$ cat src/rtl/regfile_scoreboard.sv
// Register file with two combinational read ports, one write port, write-to-read bypass,
// a per-register pending-write scoreboard and a background bulk-clear sequencer.
module regfile_scoreboard #(
    parameter int unsigned DATA_WIDTH = 32,
    parameter int unsigned ADDR_WIDTH = 5,
    parameter int unsigned ZERO_REG   = 1
) (
    input  logic                  Clock,
    input  logic                  Reset_n,
    input  logic [ADDR_WIDTH-1:0] Read_Register1,
    input  logic [ADDR_WIDTH-1:0] Read_Register2,
    output logic [DATA_WIDTH-1:0] Read_Data1,
    output logic [DATA_WIDTH-1:0] Read_Data2,
    output logic                  Busy1,
    output logic                  Busy2,
    input  logic                  Reg_Write,
    input  logic [ADDR_WIDTH-1:0] Write_Register,
    input  logic [DATA_WIDTH-1:0] Write_Data,
    input  logic                  Reserve,
    input  logic [ADDR_WIDTH-1:0] Reserve_Register,
    input  logic                  Clear,
    output logic                  Clear_Busy
);

    localparam int unsigned DEPTH = 2 ** ADDR_WIDTH;
    localparam logic [ADDR_WIDTH-1:0] LastIdx = {ADDR_WIDTH{1'b1}};
    localparam logic [DEPTH-1:0] OneHot0 = {{(DEPTH - 1){1'b0}}, 1'b1};

    typedef enum logic [0:0] {StIdle, StClear} state_e;

    state_e                  state_q, state_d;
    logic [ADDR_WIDTH-1:0]   cnt_q, cnt_d;
    logic [DATA_WIDTH-1:0]   mem_q [DEPTH];
    logic [DEPTH-1:0]        pending_q, pending_d;

    logic                    idle;
    logic                    wr_en;
    logic                    res_en;
    logic                    byp1, byp2;
    logic                    zero1, zero2;
    logic [DEPTH-1:0]        wr_dec, res_dec, clr_dec;

    function automatic logic writable(input logic [ADDR_WIDTH-1:0] addr);
        return !((ZERO_REG != 0) && (addr == '0));
    endfunction

    assign idle   = (state_q == StIdle);
    assign wr_en  = idle && Reg_Write && writable(Write_Register);
    assign res_en = idle && Reserve && writable(Reserve_Register);

    assign byp1  = wr_en && (Write_Register == Read_Register1);
    assign byp2  = wr_en && (Write_Register == Read_Register2);
    assign zero1 = !writable(Read_Register1);
    assign zero2 = !writable(Read_Register2);

    always_comb begin
        Read_Data1 = mem_q[Read_Register1];
        Read_Data2 = mem_q[Read_Register2];
        if (zero1) begin
            Read_Data1 = '0;
        end else if (byp1) begin
            Read_Data1 = Write_Data;
        end
        if (zero2) begin
            Read_Data2 = '0;
        end else if (byp2) begin
            Read_Data2 = Write_Data;
        end
    end

    // Clearing forces a stall on both ports, even for the zero register.
    always_comb begin
        Busy1 = pending_q[Read_Register1];
        Busy2 = pending_q[Read_Register2];
        if (!idle) begin
            Busy1 = 1'b1;
            Busy2 = 1'b1;
        end else begin
            if (zero1 || byp1) Busy1 = 1'b0;
            if (zero2 || byp2) Busy2 = 1'b0;
        end
    end

    assign Clear_Busy = !idle;

    always_comb begin
        wr_dec  = wr_en ? (OneHot0 << Write_Register) : '0;
        res_dec = res_en ? (OneHot0 << Reserve_Register) : '0;
        clr_dec = idle ? '0 : (OneHot0 << cnt_q);
        // A same-edge reserve is the newer producer, so it wins over the write's clear.
        pending_d = ((pending_q & ~wr_dec) | res_dec) & ~clr_dec;
    end

    always_comb begin
        state_d = state_q;
        cnt_d   = cnt_q;
        unique case (state_q)
            StIdle: begin
                if (Clear) begin
                    state_d = StClear;
                    cnt_d   = '0;
                end
            end
            StClear: begin
                cnt_d = cnt_q + 1'b1;
                if (cnt_q == LastIdx) begin
                    state_d = StIdle;
                end
            end
            default: state_d = StIdle;
        endcase
    end

    always_ff @(posedge Clock or negedge Reset_n) begin
        if (!Reset_n) begin
            state_q   <= StIdle;
            cnt_q     <= '0;
            pending_q <= '0;
        end else begin
            state_q   <= state_d;
            cnt_q     <= cnt_d;
            pending_q <= pending_d;
        end
    end

    always_ff @(posedge Clock or negedge Reset_n) begin
        if (!Reset_n) begin
            for (int unsigned i = 0; i < DEPTH; i++) begin
                mem_q[i] <= '0;
            end
        end else begin
            for (int unsigned i = 0; i < DEPTH; i++) begin
                if (clr_dec[i]) begin
                    mem_q[i] <= '0;
                end else if (wr_dec[i]) begin
                    mem_q[i] <= Write_Data;
                end
            end
        end
    end

endmodule

$ cat config.mk
export PLATFORM = sky130hd
export DESIGN_NAME = regfile_scoreboard
export DESIGN_NICKNAME = d
export VERILOG_FILES = /design/src/rtl/regfile_scoreboard.sv
export SDC_FILE = /design/constraint.sdc
export NUM_CORES = 2
export LEC_CHECK = 0
export BUFFER_PORTS_ARGS = -buffer_cell sky130_fd_sc_hd__buf_2
export CAP_MARGIN = 30
export CORE_MARGIN = 3
export CORE_UTILIZATION = 30
export DETAILED_ROUTE_END_ITERATION = 8
export PLACE_DENSITY_LB_ADDON = 0.15
export SETUP_SLACK_MARGIN = 0.15
export SYNTH_ARGS = -nofsm -noshare
export SYNTH_HDL_FRONTEND = slang
export SYNTH_SLANG_ARGS = --single-unit
$ cat constraint.sdc
create_clock -name Clock -period 5.95 [get_ports Clock]
set_input_delay 1.785 -clock Clock [delete_from_list [all_inputs] [get_ports Clock]]
set_output_delay 1.785 -clock Clock [all_outputs]
set_load 0.05 [all_outputs]
==> flow_summary.json <==
{
  "status": "finished, final reports clean",
  "timing.final.hold_violations": 0,
  "wl_per_cell_um": 33.9,
  "slew_viol_final": 0,
  "setup_violations": 0,
  "drc_errors": 0,
  "coreArea_um2": 189000,
  "syn2layout_area_growth_pct": 19.3,
  "fin_ws_ps": 142,
  "cp-end-kind": "output port",
  "grt_setup_unrepaired": "yes",
  "cts_tree": "done",
  "worstSkewPairLatency_ps": 790,
  "avgSynthCellArea_um2": 11.9,
  "grt_start_max_net_pins": 115,
  "first_iter_violations": 4919,
  "gp_congestion": 0.851,
  "fmax_mhz": 172,
  "setup_tns_ps": 0,
  "crit_type": "primary input to output port",
  "maxSlewHeadroom_pct": 33.0,
  "tightest_slew_ps": 1000,
  "synth_fp_nets": 4864,
  "first_global_vias": 45000,
  "layoutNonFillerInstCount": 7430,
  "maxCapViolCount": 0,
  "synth_edf_count": 0,
  "hold_path_class": "register to register",
  "fill_cells": 18100,
  "synth-seq-cells": 1062,
  "required_ps": 4160,
  "dpl_cell_area_um2": 63300,
  "period_needed_ps": 5810,
  "first_pass_iters": 6,
  "worst_ep_arrival_time_ps": 4020,
  "synth-main-ff-cell": "dfrtp_1",
  "regArea_um2": 26600,
  "ant_nets": 0,
  "die_h_um": 443,
  "synthesis.area_um2": 57300,
  "dieArea_um2": 196000,
  "cts-htree-levels": 4,
  "vias_per_cell": 6.00,
  "cts.sinks": 1062,
  "antenna_found_initial": 15,
  "die_x_um": 443,
  "num_vias": 44600,
  "grt_pass1_wl_um": 357000,
  "async_flop_share_pct": 100,
  "clockBufferDepth": 3,
  "p_leak_nw": 29.6,
  "io_pins": 124,
  "portBuffers": 123,
  "drive_gt1_share_pct": 27.2,
  "cts_made_buffers": 133,
  "netlist_instances": 4800,
  "startpoint_type": "primary input",
  "multi_input_area_um2": 28800,
  "rows": 159,
  "dpl_worst_slack_ps": 37.5,
  "grt_usage_pct": 25.3,
  "min_period_over_period_pct": 97.6,
  "power.density_nw_per_um2": 373,
  "cts_hold_buf": 0,
  "final_area_um2": 68400,
  "dp_cells": 7140,
  "path_clk_slew_ps": 60,
  "yosysTopAreaCellShare_pct": 46.4,
  "start_util_pct": 30.4,
  "ys_warn_count": 0,
  "crit_fanout": 12,
  "wirelength_um": 252000,
  "yosys-top-cells-area": "dfrtp_1 46%, mux4_2 21%, a22o_1 9.4%",
  "layout.nets": 4891,
  "synth_area_leader_cell": "dfrtp_1",
  "grt_overflow": 0,
  "vdd_drop_max_v": 0.000279,
  "place_hpwl_um": 153000,
  "cts_root_buf": "clkbuf_16",
  "skew_ps": 35.5,
  "synth_seq_area_share_pct": 46.4,
  "ys_types": 56
}
[cells by family (layout without fill, tap and decap cells)]
| group | count (synthesis) | in the layout | synth area share, % |
|---|---|---|---|
| mux | 713 | 713 | 24.1 |
| fa+ha+maj | 7 | 7 | 0.153 |
| buf+inv | 587 | 717 | 4.45 |
| xor+xnor | 10 | 10 | 0.153 |
| simple gates | 1209 | 1209 | 8.90 |
| compound gates | 1212 | 1212 | 15.8 |
| flops | 1062 | 1062 | 46.4 |
| other cells | 0 | 5 | 0 |
[state kept, by name, indices dropped and copies added, names as in the netlist]
signal / count
Clear_Busy: 1
cnt_q: 5
mem_q: 1024
pending_q: 32
[per-stage QoR]
stage	utilization (%)	power [mW]	hold WS, ps
after floorplan	-	14.3	462
after global placement	33.5	17.1	488
after detailed placement	33.5	17.2	489
after CTS	36.0	25.6	508
after global routing	36.2	26.7	518
final	36.2	25.5	505
[metal layers]
| layer | share of wire (%) | GRT usage, % |
|---|---|---|
| met4 | 4.4 | 10.5 |
| met5 | 0 | 0 |
| met3 | 6.4 | 4.18 |
| met1 | 42 | 34.3 |
| met2 | 47 | 40.1 |
[path summary, 6_finish.rpt]
check / start / endpoint / slack (ps) / cells after the start
setup / recovery: Write_Register[3] / Read_Data1[30] / 140 / 9
hold / removal: mem_q[1007] / mem_q[1007] / 510 / 1
setup reg to reg: Clear_Busy / mem_q[593] / 2570 / 7
hold reg to reg: mem_q[1007] / mem_q[1007] / 510 / 1
max in group asynchronous: Reset_n / mem_q[902] / 3680 / 2
min in group asynchronous: Reset_n / mem_q[312] / 1020 / 1
[synthesized netlist by cell type (28+ instances only)]
cell type	number
a221oi_1	30
a22o_1	613
a22oi_1	58
a32o_1	60
and2_1	37
buf_1	51
buf_2	111
clkbuf_1	374
dfrtp_1	1062
mux2_2	34
mux2i_1	147
mux4_2	532
nand2_1	883
nand3_1	114
nor2_1	72
nor2b_1	28
o21ai_0	366
[power breakdown]
part | switching, mW | total (mW) | internal [mW]
logic | 3.68 | 6.87 | 3.19
clock network | 3.40 | 8.32 | 4.92
registers | 1.38 | 10.3 | 8.96
total | 8.46 | 25.5 | 17.1
[layout by cell type (no fill, tap or decap), types with 35 or more instances in the layout]
cell type,synthesis,routed
mux4_2,532,532
and2_1,37,35
buf_2,111,58
o21ai_0,366,355
a22oi_1,58,53
mux2i_1,147,143
clkbuf_16,0,139
dfrtp_1,1062,1062
a32o_1,60,56
buf_12,0,138
nand3_1,114,105
a22o_1,613,613
nor2_4,0,35
nand2_1,883,879
nor2_1,72,37
clkbuf_1,374,35
buf_4,24,244
[worst max-delay path, cell delays in order]
cell      delay [ps]
buf_2            170
or3_1            420
o211ai_4         310
nor4_4           100
buf_12           140
a21oi_4          120
buf_12           240
a32o_1           490
buf_12           200
[timing repair]
item,CTS,global route
endpoints found under the setup margin,23,44
pin swaps,0,0
gates resized for setup,18,34
buffers inserted,3,41
gates cloned,2,1
[final cells by class]
cell class	count	share of cell area, %
multi-input combinational	3151	42.0
sequential	1062	38.9
timing repair buffer	470	8.03
antenna	5	0.0183
clock inverter	40	0.701
tap	2495	4.56
clock buffer	198	5.74
inverter	9	0.0494
(Power assumes the default switching activity.)
